## config.mk

```make
export PLATFORM = sky130hd
export DESIGN_NAME = me_block_sequencer
export DESIGN_NICKNAME = d
export VERILOG_FILES = /design/src/rtl/me_block_sequencer.sv
export SDC_FILE = /design/constraint.sdc
export NUM_CORES = 1
export LEC_CHECK = 0
export BUFFER_PORTS_ARGS = -buffer_cell sky130_fd_sc_hd__buf_2
export CAP_MARGIN = 25
export CORE_UTILIZATION = 38
export DETAILED_ROUTE_END_ITERATION = 8
export GPL_TIMING_DRIVEN = 0
export PLACE_DENSITY = 0.69
export RECOVER_POWER = 50
export SYNTH_ARGS = -nofsm -noshare
export SYNTH_HDL_FRONTEND = slang
export SYNTH_SLANG_ARGS = --single-unit
```

## constraint.sdc

```tcl
create_clock -name clk -period 4.2 [get_ports clk]
set_input_delay 0.21 -clock clk [delete_from_list [all_inputs] [get_ports clk]]
set_output_delay 0.21 -clock clk [all_outputs]
set_load 0.02 [all_outputs]
```

## src/rtl/me_block_sequencer.sv

```systemverilog
// Block/frame sequencer for the motion-estimation pipeline: load -> run -> writeback per block.
// Optional watchdog on the handshake waits: define MEMC_SEQ_TIMEOUT_EN.
module me_block_sequencer #(
   parameter int NUM_BLOCKS  = 48,
   parameter int FIRST_FRAME = 1,
   parameter int LAST_FRAME  = 9
`ifdef MEMC_SEQ_TIMEOUT_EN
   ,
   parameter int TO_CYCLES   = 1024
`endif
) (
   input  logic       clk,
   input  logic       rst_n,
   input  logic       start,
   output logic       load_req,
   input  logic       load_ack,
   output logic       me_start,
   input  logic       me_done,
   output logic       wb_req,
   input  logic       wb_ack,
   output logic [3:0] frame_id,
   output logic [5:0] block_id,
   output logic       block_done,
   output logic       frame_done,
   output logic       frame_inc,
   output logic       busy,
   output logic       all_done
`ifdef MEMC_SEQ_TIMEOUT_EN
   ,
   output logic       timeout_err
`endif
);

   typedef enum logic [2:0] {
      S_IDLE,
      S_LOAD,
      S_RUN,
      S_WAIT,
      S_WB,
      S_NEXT
   } state_t;

   localparam logic [5:0] LAST_BLK = 6'(NUM_BLOCKS - 1);
   localparam logic [3:0] FIRST_F  = 4'(FIRST_FRAME);
   localparam logic [3:0] LAST_F   = 4'(LAST_FRAME);

   state_t     state_q, state_d;
   logic       load_req_q, load_req_d;
   logic       me_start_q, me_start_d;
   logic       wb_req_q, wb_req_d;
   logic [3:0] frame_q, frame_d;
   logic [5:0] block_q, block_d;
   logic       block_done_q, block_done_d;
   logic       frame_done_q, frame_done_d;
   logic       frame_inc_q, frame_inc_d;
   logic       busy_q, busy_d;
   logic       all_done_q, all_done_d;
   logic       done_lat_q, done_lat_d;

`ifdef MEMC_SEQ_TIMEOUT_EN
   localparam logic [15:0] TO_LIM = 16'(TO_CYCLES - 1);

   logic        to_err_q, to_err_d;
   logic [15:0] cnt_q, cnt_d;
   state_t      resume_q, resume_d;
   logic        waiting;
`endif

   always_comb begin
      state_d      = state_q;
      load_req_d   = load_req_q;
      me_start_d   = 1'b0;
      wb_req_d     = wb_req_q;
      frame_d      = frame_q;
      block_d      = block_q;
      block_done_d = 1'b0;
      frame_done_d = 1'b0;
      frame_inc_d  = 1'b0;
      all_done_d   = 1'b0;
      done_lat_d   = done_lat_q;
`ifdef MEMC_SEQ_TIMEOUT_EN
      to_err_d     = to_err_q;
      resume_d     = resume_q;
      waiting      = 1'b0;
      cnt_d        = cnt_q;
`endif

      unique case (state_q)
         S_IDLE: begin
            if (start) begin
               state_d    = S_LOAD;
               load_req_d = 1'b1;
`ifdef MEMC_SEQ_TIMEOUT_EN
               // Pick up the interrupted handshake where it stalled.
               if (to_err_q) begin
                  state_d    = resume_q;
                  load_req_d = (resume_q == S_LOAD);
                  wb_req_d   = (resume_q == S_WB);
                  to_err_d   = 1'b0;
               end
`endif
            end
         end
         S_LOAD: begin
            if (load_ack) begin
               load_req_d = 1'b0;
               me_start_d = 1'b1;
               state_d    = S_RUN;
            end
         end
         S_RUN: begin
            done_lat_d = me_done;
            state_d    = S_WAIT;
         end
         S_WAIT: begin
            if (me_done || done_lat_q) begin
               done_lat_d = 1'b0;
               wb_req_d   = 1'b1;
               state_d    = S_WB;
            end
         end
         S_WB: begin
            if (wb_ack) begin
               wb_req_d     = 1'b0;
               block_done_d = 1'b1;
               frame_done_d = (block_q == LAST_BLK);
               state_d      = S_NEXT;
            end
         end
         S_NEXT: begin
            if (block_q != LAST_BLK) begin
               block_d    = block_q + 6'd1;
               load_req_d = 1'b1;
               state_d    = S_LOAD;
            end else begin
               block_d = 6'd0;
               if (frame_q != LAST_F) begin
                  frame_d     = frame_q + 4'd1;
                  frame_inc_d = 1'b1;
                  load_req_d  = 1'b1;
                  state_d     = S_LOAD;
               end else begin
                  frame_d    = FIRST_F;
                  all_done_d = 1'b1;
                  state_d    = S_IDLE;
               end
            end
         end
         default: begin
            state_d = S_IDLE;
         end
      endcase

`ifdef MEMC_SEQ_TIMEOUT_EN
      waiting = (state_q == S_LOAD) || (state_q == S_WAIT) ||
                (state_q == S_WB);
      if (waiting && (cnt_q == TO_LIM) && (state_d == state_q)) begin
         state_d    = S_IDLE;
         load_req_d = 1'b0;
         wb_req_d   = 1'b0;
         done_lat_d = 1'b0;
         to_err_d   = 1'b1;
         resume_d   = state_q;
      end
      if (state_d != state_q) begin
         cnt_d = 16'd0;
      end else if (waiting) begin
         cnt_d = cnt_q + 16'd1;
      end
`endif

      busy_d = (state_d != S_IDLE);
   end

   always_ff @(posedge clk or negedge rst_n) begin
      if (!rst_n) begin
         state_q      <= S_IDLE;
         load_req_q   <= 1'b0;
         me_start_q   <= 1'b0;
         wb_req_q     <= 1'b0;
         frame_q      <= FIRST_F;
         block_q      <= 6'd0;
         block_done_q <= 1'b0;
         frame_done_q <= 1'b0;
         frame_inc_q  <= 1'b0;
         busy_q       <= 1'b0;
         all_done_q   <= 1'b0;
         done_lat_q   <= 1'b0;
`ifdef MEMC_SEQ_TIMEOUT_EN
         to_err_q     <= 1'b0;
         cnt_q        <= 16'd0;
         resume_q     <= S_LOAD;
`endif
      end else begin
         state_q      <= state_d;
         load_req_q   <= load_req_d;
         me_start_q   <= me_start_d;
         wb_req_q     <= wb_req_d;
         frame_q      <= frame_d;
         block_q      <= block_d;
         block_done_q <= block_done_d;
         frame_done_q <= frame_done_d;
         frame_inc_q  <= frame_inc_d;
         busy_q       <= busy_d;
         all_done_q   <= all_done_d;
         done_lat_q   <= done_lat_d;
`ifdef MEMC_SEQ_TIMEOUT_EN
         to_err_q     <= to_err_d;
         cnt_q        <= cnt_d;
         resume_q     <= resume_d;
`endif
      end
   end

   assign load_req   = load_req_q;
   assign me_start   = me_start_q;
   assign wb_req     = wb_req_q;
   assign frame_id   = frame_q;
   assign block_id   = block_q;
   assign block_done = block_done_q;
   assign frame_done = frame_done_q;
   assign frame_inc  = frame_inc_q;
   assign busy       = busy_q;
   assign all_done   = all_done_q;
`ifdef MEMC_SEQ_TIMEOUT_EN
   assign timeout_err = to_err_q;
`endif

endmodule

```

==> results_dict.tcl, run 1 <==
set metrics [dict create \
    status "completed" \
    postCtsSetupBuffers 0 \
    rows 18 \
    setup_tns_ps 0 \
    cp-start-kind "flip-flop" \
    rsz0062_at_grt "no" \
    path_class "reg -> reg" \
    insertion_delay_ps 310 \
    leakage_nw 0.585 \
    grt_max_degree 23 \
    final-instance-count-excl-fill 159 \
    routed_via_density 5.09 \
    fin_crit_sh_pct 38.7 \
    postRouteAntennaNets 0 \
    drive_gt1_share_pct 19.4 \
    synth-seq-cells 22 \
    syn_avg_cell_area_um2 10.1 \
    clock_skew_ps 8.71 \
    grt_pass1_vias 713 \
    met2_usage_pct 22.6 \
    post-dp-hpwl_um 1340 \
    htreeDepth 1 \
    cap_violations 0 \
    holdWs_ps 156 \
    cts_root_buf "clkbuf_4" \
    grt_pass1_wl_um 3050 \
    fp.dieH_um 53.9 \
    dp_cells 154 \
    fillers 242 \
    cts_tree "yes" \
    synthCells 101 \
    drc 0 \
    drt_pass1_iterations 1 \
    synth_nets 108 \
    critical_path.max_fanout 5 \
    nets 137 \
    grt_util_met1_pct 19.2 \
    syn2layout_area_growth_pct 17.4 \
    synth_warnings 0 \
    clk_path_buf_depth 2 \
    maxSlewHeadroom_pct 23.8 \
    min_period_ps 1620 \
    max_freq_ghz 0.616 \
    gp_congestion 0.743 \
    drt-initial-drc-count 0 \
    io_pins 24 \
    dr_total_vias 810 \
    initial_utilization_pct 40.9 \
    synth_seq_area_share_pct 53.9 \
    antenna_found_initial 0 \
    num_antenna_cells 0 \
    slew_viol_final 0 \
    cp.required_ps 4370 \
    grt_usage_pct 15.0 \
    ir_worst_vdd_mv 0.316 \
    dieArea_um2 2900 \
    p_per_area_nw_per_um2 532 \
    hold_viol 0 \
    setup_viol 0 \
    worst_slew_pin_slew_ps 1140 \
    portBuffers 23 \
    final_util_pct 48.0 \
    cts.clk_slew.worst_paths_ps 120 \
    grt-ovfl-total 0 \
    gr-usage-met3_pct 5.93 \
    synth_cell_types 36 \
    arrival_ps 1800 \
    clock_sink_count 22 \
    cts-buffers-inserted 3 \
    fp.dieW_um 53.9 \
    critPathCaptureType "flip-flop" \
    wirelength_um 1870 \
    wire_per_inst_um 11.8 \
    design.core.area_um2 2500 \
    syn_area_um2 1020 \
    min_path_type "in -> reg" \
    grt.busiest_layer "met2" \
]
per-stage QoR:
step	setup slack, ps	total power [mW]	area [µm²]
floorplan	2650	0.478	1020
global placement	2630	0.541	1180
detailed placement	2610	0.548	1180
CTS	2580	0.651	1210
global route	2480	0.694	1200
finish	2580	0.639	1200
flip-flops by register name, summed over array words and instances, names as in the netlist:
register    cells
done_lat_q      1
frame_done      1
all_done        1
frame_inc       1
me_start        1
state_q         3
block_id        6
frame_id        4
block_done      1
load_req        1
busy            1
wb_req          1
cells by family after synthesis:
group,Yosys count,synth area share (%)
AND/OR/NAND/NOR,45,24.5
AO/OA/AOI/OAI,22,12.5
adder cells (fa/ha/maj),1,1.22
XOR/XNOR,3,2.57
multiplexers,2,2.08
buffers and inverters,6,3.30
flip-flops,22,53.9
cell type report:
type                       instances  area [µm²]  share of cell area, %
multi-input combinational         73         438                   36.5
buffer                             3        22.5                   1.88
inverter                           3        11.3                  0.938
tap                               30        37.5                   3.13
sequential                        22         552                   45.9
timing repair buffer              24         114                   9.48
clock buffer                       4        26.3                   2.19
metal layers:
metal  wire [µm]  part of all wire (%)
met3         109                   5.8
met2         822                    44
met1         914                    49
met4          25                   1.3
met5           0                     0
worst paths after layout:
check	depth (start not counted)	slack (ps)	from	to
worst max-delay path	4	2580	block_id[4]	busy
worst min-delay path	3	160	me_done	done_lat_q
worst max register to register	4	2580	block_id[4]	busy
worst min register to register	2	490	done_lat_q	done_lat_q
max in group asynchronous	2	2890	rst_n	frame_done
min in group asynchronous	2	630	rst_n	block_done
worst max-delay path, cell delays in order (launching register included):
cell	delay, ps
dfrtp_1	430
and4b_1	390
nand2_1	150
o21ai_0	380
nand4_1	150
where the power goes:
| part | internal [mW] | switching, mW | leakage [nW] |
|---|---|---|---|
| registers | 0.258 | 0.0346 | 0.283 |
| logic | 0.0990 | 0.150 | 0.287 |
| clock network | 0.0371 | 0.0610 | 0.0150 |
| total | 0.394 | 0.246 | 0.585 |
what timing repair did:
item | CTS | global route
hold buffers | 1 | 0
setup endpoints to repair | 0 | 0
endpoints found under the hold margin | 21 | 0
gates resized for setup | 0 | 0
cell usage in the layout, fill, tap and decap left out, types with 2 or more instances in the layout:
cell type	instances
a21oi_1	5
and3_1	2
nand2b_1	3
nand4_1	3
xnor2_1	2
clkbuf_4	3
nand2_1	16
nor2_1	5
dfrtp_1	21
nand3b_1	2
inv_1	3
nand3_1	3
buf_2	14
o21ai_0	11
clkbuf_1	11
nor3_1	2
synth_stat cells (all sizes together):
master  instances  area, µm²
clkbuf          1       3.75
xor2            1       8.76
nand3b          2       15.0
mux2            1       11.3
a21oi           5       25.0
or3             1       6.26
nor2            5       18.8
nand2          16       60.1
o21ai          11       55.1
or4             1       7.51
and3            2       12.5
and3b           1       8.76
dfrtp          21        526
and2b           1       8.76
o21bai          1       7.51
nor2b           1       6.26
o211ai          1       7.51
xnor2           2       17.5
nand3           4       32.5
nor3            2       10.0
nand2b          3       18.8
o22a            1       10.0
nand4           3       18.8
buf             2       18.8
ha              1       12.5
a22o            1       8.76
or2b            2       16.3
and4b           1       10.0
mux2i           1       10.0
dfstp           1       26.3
o22ai           1       6.26
inv             3       11.3
a21o            1       7.51
(Power assumes the default switching activity.)
==> inputs of run 2 (changes only) <==
--- a/config.mk
+++ b/config.mk
@@ -10,7 +10,7 @@
 export CORE_UTILIZATION = 38
 export DETAILED_ROUTE_END_ITERATION = 8
 export GPL_TIMING_DRIVEN = 0
-export PLACE_DENSITY = 0.69
+export PLACE_DENSITY = 0.71
 export RECOVER_POWER = 50
 export SYNTH_ARGS = -nofsm -noshare
 export SYNTH_HDL_FRONTEND = slang
==> constraint.sdc (replaced) <==
create_clock -name clk -period 1.4 [get_ports clk]
set_input_delay 0.07 -clock clk [delete_from_list [all_inputs] [get_ports clk]]
set_output_delay 0.07 -clock clk [all_outputs]
set_load 0.02 [all_outputs]
==> run 2 against run 1 <==
Clock power grew to 3.1 times the previous value. Critical path type unchanged. First-iteration DRC count grew 13. Critical endpoint is now frame_id[3]. Global-route usage grew 2.5 points. Largest power group is now combinational cells.
==> results_dict.tcl, run 2 (synthesized netlist as in run 1, its figures left out) <==
set metrics [dict create \
    min_path_type "in -> reg" \
    critical_path.max_fanout 4 \
    p_comb_share_pct 44.0 \
    ir_worst_vdd_mv 0.959 \
    maxSlewHeadroom_pct 63.1 \
    clock_skew_ps 5.00 \
    max_freq_ghz 0.723 \
    finalPower_mw 2.10 \
    dp_cells 154 \
    r2r_cells 4 \
    setup_viol 0 \
    cp.required_ps 1650 \
    clk_path_buf_depth 2 \
    fillers 243 \
    p_int_mw 1.31 \
    holdWs_ps 25.6 \
    wirelength_um 2160 \
    routed_via_density 5.27 \
    grt-ovfl-total 0 \
    drive_gt1_share_pct 36.2 \
    cts.clk_slew.worst_paths_ps 120 \
    gp_congestion 0.726 \
    hold_viol 0 \
    dieArea_um2 2900 \
    htreeDepth 1 \
    num_antenna_cells 0 \
    cts-buffers-inserted 3 \
    layout_common_cells "buf_2 (17), nand2_1 (16), dfrtp_1 (16)" \
    drt-initial-drc-count 13 \
    fin_crit_sh_pct 98.8 \
    syn2layout_area_growth_pct 28.1 \
    clkPwrFrac_pct 14.3 \
    fp.dieW_um 53.9 \
    insertion_delay_ps 310 \
    final_common_cell "buf_2" \
    path_class "reg -> reg" \
    slew_viol_final 0 \
    critPathCaptureType "flip-flop" \
    fp.dieH_um 53.9 \
    nets 146 \
    antenna_found_initial 0 \
    place_area_um2 1180 \
    rsz0062_at_grt "yes" \
    io_pins 24 \
    dr_total_vias 886 \
    p_sw_mw 0.787 \
    cts_root_buf "clkbuf_4" \
    clock_sink_count 22 \
    status "completed" \
    grt_pass1_wl_um 3570 \
    cap_violations 0 \
    grt_usage_pct 17.5 \
    largest_reg_flops 6 \
    post-dp-hpwl_um 1390 \
    wire_per_inst_um 12.8 \
    p_sw_share_pct 37.5 \
    leakage_nw 0.643 \
    drc 0 \
    grt_max_degree 23 \
    design_area_um2 1310 \
    sequentialPowerShare_pct 41.7 \
    cp-start-kind "flip-flop" \
    initial_utilization_pct 40.9 \
    worst_slew_pin_slew_ps 553 \
    grt_pass1_vias 823 \
    min_period_ps 1380 \
    postRouteAntennaNets 0 \
    rows 18 \
    hold_depth 3 \
    p_per_area_nw_per_um2 1600 \
    cts_tree "yes" \
    final-instance-count-excl-fill 168 \
    drt_pass1_iterations 4 \
    portBuffers 23 \
    design.core.area_um2 2500 \
    arrival_ps 1630 \
]
-- run 2: cell types whose count changed in the layout (fill, tap and decap cells not counted), sizes merged --
| cell | before | now |
|---|---|---|
| buf | 16 | 29 |
| clkbuf | 14 | 10 |
-- run 2: critical path: stages (launching register included) --
cell     delay (ps)
dfrtp_2         430
and3b_2         310
nand3_4          80
or4_1           400
nand3_1         100
-- run 2: final cells by class --
class / instances / area, µm² / area share, %
inverters: 3 / 11.3 / 0.859
flip-flops and latches: 22 / 558 / 42.6
plain buffers: 2 / 22.5 / 1.72
multi-input cells: 73 / 454 / 34.6
repair buffers: 34 / 201 / 15.4
well taps: 30 / 37.5 / 2.86
clock buffers: 4 / 26.3 / 2.00
-- run 2: per-layer routing --
metal | global-route usage, % | up-vias | wire (µm)
met1 | 20.5 | 428 | 962
met5 | 0 | - | 0
met3 | 6.21 | 2 | 109
li1 | - | 430 | -
met2 | 30.2 | 26 | 1070
met4 | 3.95 | 0 | 15
-- run 2: through the flow --
stage               setup WS (ps)  utilization (%)  setup TNS (ps)
finish                       17.4             52.5               0
global route                -48.5             52.5            -109
CTS                         -3.05             51.8           -3.05
detailed placement           -134             47.4            -501
global placement             -131             47.4            -411
floorplan                   -30.4                -           -30.4
-- run 2: power by group through the flow --
stage                     Combinational, mW  Clock (mW)  Sequential, mW
final                                 0.924       0.300           0.874
after global routing                   1.03       0.341           0.893
after CTS                             0.887       0.317           0.869
after detailed placement              0.770           0           0.892
after global placement                0.742           0           0.885
after floorplan                       0.462           0           0.978
-- run 2: path summary, 6_finish.rpt --
path                            start     endpoint  slack [ps]
min reg2reg                done_lat_q   done_lat_q         500
max in group asynchronous       rst_n  block_id[5]         740
min                           me_done   done_lat_q          30
max                        state_q[1]  frame_id[3]          20
max reg2reg                state_q[1]  frame_id[3]          20
min in group asynchronous       rst_n  block_id[0]         260
-- run 2: timing repair --
item                                   4_1_cts  5_1_grt
resized for setup                            4       12
gates cloned                                 0        0
endpoints found under the hold margin       21        0
buffers inserted                             9        1
setup endpoints to repair                    6        8
hold buffers                                 1        0
pin swaps                                    3        3
==> inputs of run 3 (changes only) <==
--- a/config.mk
+++ b/config.mk
@@ -5,8 +5,9 @@
 export SDC_FILE = /design/constraint.sdc
 export NUM_CORES = 1
 export LEC_CHECK = 0
+export ABC_AREA = 1
 export BUFFER_PORTS_ARGS = -buffer_cell sky130_fd_sc_hd__buf_2
-export CAP_MARGIN = 25
+export CAP_MARGIN = 20
 export CORE_UTILIZATION = 38
 export DETAILED_ROUTE_END_ITERATION = 8
 export GPL_TIMING_DRIVEN = 0
==> run 3 against run 2 <==
Die area is 3.1% higher. Non-clock buffer count is 8 lower. Largest cell class unchanged. Sequential power is 6.5% higher. Highest routed layer unchanged.
==> results_dict.tcl, run 3 <==
set metrics [dict create \
    status "completed" \
    critical_path_buf_inv_count 0 \
    final_common_cell "nand2_1" \
    syn_avg_cell_area_um2 8.38 \
    worst_slew_pin_slew_ps 547 \
    syn2layout_area_growth_pct 21.1 \
    critPathCaptureType "flip-flop" \
    synth_nets 133 \
    postRouteAntennaNets 0 \
    post-dp-hpwl_um 1390 \
    fp.dieW_um 54.7 \
    drt-initial-drc-count 12 \
    initial_utilization_pct 41.5 \
    fillers 252 \
    fp.dieH_um 54.7 \
    min_path_type "in -> reg" \
    grt_usage_pct 15.4 \
    crit_chain "ha_1, nand3_1, nor2_4, nand2_4, o21ai_2, o21ai_1" \
    critical_path.max_fanout 10 \
    synth_flop_cell "dfrtp_1" \
    synthCells 126 \
    max_freq_ghz 0.752 \
    synth-seq-cells 22 \
    hold_viol 0 \
    cts_tree "yes" \
    gp_congestion 0.805 \
    rows 18 \
    worst_path_max_delay_cell "dfrtp_1" \
    cts.clk_slew.worst_paths_ps 120 \
    grt_pass1_vias 767 \
    cts-buffers-inserted 3 \
    crit_family "simple AND/OR/NAND/NOR gates" \
    min_period_ps 1330 \
    syn_area_um2 1060 \
    cp-start-kind "flip-flop" \
    setup_tns_ps 0 \
    fin_crit_sh_pct 95.0 \
    synth_seq_area_share_pct 52.3 \
    cp.required_ps 1600 \
    routed_via_density 4.80 \
    largest_reg_flops 6 \
    maxSlewHeadroom_pct 63.5 \
    critPathMaxStageDelay_ps 400 \
    multiInputGateArea_um2 432 \
    drt_pass1_iterations 4 \
    synth_top_cell_area_share_pct 49.8 \
    grt_max_degree 23 \
    yosysTopAreaCell "dfrtp_1" \
    path_class "reg -> reg" \
    synth_cell_types 21 \
    drive_gt1_share_pct 22.8 \
    htreeDepth 1 \
    dieArea_um2 2990 \
    slew_viol_final 0 \
    place_area_um2 1210 \
    synth_most_common_cell "nand2_1" \
    cap_violations 0 \
    grt_pass1_wl_um 3260 \
    dr_total_vias 903 \
    synth_warnings 0 \
    design_area_um2 1280 \
    wire_per_inst_um 10.7 \
    async_flop_share_pct 100 \
    design.core.area_um2 2540 \
    layout_common_cells "nand2_1 (35), dfrtp_1 (20), inv_1 (15)" \
    arrival_ps 1530 \
    antenna_found_initial 0 \
    drc 0 \
    clock_skew_ps 2.66 \
    portBuffers 23 \
    cts_root_buf "clkbuf_4" \
    nets 166 \
    wirelength_um 2010 \
    regArea_um2 553 \
    grt-ovfl-total 0 \
    synthTopCellsByCount "nand2_1 (35), dfrtp_1 (21), inv_1 (15), nor2_1 (13), nand3_1 (12)" \
    synth_edf_count 0 \
    ir_worst_vdd_mv 1.07 \
    p_per_area_nw_per_um2 1650 \
    leakage_nw 0.657 \
    num_antenna_cells 0 \
    clk_path_buf_depth 2 \
    setup_viol 0 \
    io_pins 24 \
    clock_sink_count 22 \
    synth.area.top_cells "dfrtp_1 (50%), nand2_1 (12%), nand3_1 (5.7%)" \
    insertion_delay_ps 300 \
]
==> run 3: cell type report <==
class | instances | share of cell area [%]
Timing Repair Buffer | 28 | 11.5
Multi-Input combinational cell | 86 | 33.8
Tap cell | 30 | 2.94
Inverter | 18 | 5.68
Sequential cell | 22 | 43.2
Clock buffer | 4 | 2.84
==> run 3: stage by stage <==
step                      utilization (%)  hold slack [ps]  setup WS [ps]  instances  power [mW]
after global routing                 50.2             87.1          -19.3        188        2.30
after global placement               47.5             62.2           57.3        179        1.71
after floorplan                         -             -226           19.7        126        1.50
after CTS                            49.7             75.6           16.7        185        2.08
final                                50.2             86.4           69.8        188        2.11
after detailed placement             47.5             71.3           34.3        179        1.72
==> run 3: worst register-to-register path, cell delays in order (launching register included) <==
cell and delay (ps):
dfrtp_1 400, ha_1 190, nand3_1 150, nor2_4 200, nand2_4 110, o21ai_2 110, o21ai_1 70
==> run 3: metal layers <==
layer | wire (µm) | GRT usage (%) | vias up
met4 | 8 | 2.56 | 0
li1 | - | - | 464
met5 | 0 | 0 | -
met1 | 993 | 19.2 | 413
met3 | 93 | 5.83 | 3
met2 | 915 | 25.5 | 23
==> run 3: cells by family (layout without fill, tap and decap cells) <==
family	count (synthesis)	after routing	synth area share [%]
AO/OA/AOI/OAI	14	14	7.35
buffers and inverters	18	50	6.87
XOR/XNOR	1	1	0.830
AND/OR/NAND/NOR	70	70	31.5
flip-flops	22	22	52.3
adder cells (fa/ha/maj)	1	1	1.18
==> run 3: repair_timing <==
item | in CTS | in global routing
hold buffers | 2 | 0
hold endpoints to repair | 22 | 0
gates resized for setup | 0 | 1
setup endpoints to repair | 0 | 8
buffers inserted | 0 | 3
==> run 3: path summary, 6_finish.rpt <==
| kind | startpoint | to | slack, ps | cells past startpoint |
|---|---|---|---|---|
| worst max register to register | block_id[1] | frame_id[1] | 70 | 6 |
| worst min register to register | wb_req | wb_req | 480 | 2 |
| worst min-delay path | wb_ack | block_done | 90 | 3 |
| max in group asynchronous | rst_n | block_id[0] | 740 | 2 |
| worst max-delay path | block_id[1] | frame_id[1] | 70 | 6 |
| min in group asynchronous | rst_n | block_done | 270 | 2 |
==> run 3: report_power, final <==
| group | internal (mW) | switching (mW) | leakage (nW) |
|---|---|---|---|
| Sequential | 0.794 | 0.137 | 0.282 |
| Clock | 0.159 | 0.188 | 0.0210 |
| Combinational | 0.296 | 0.537 | 0.353 |
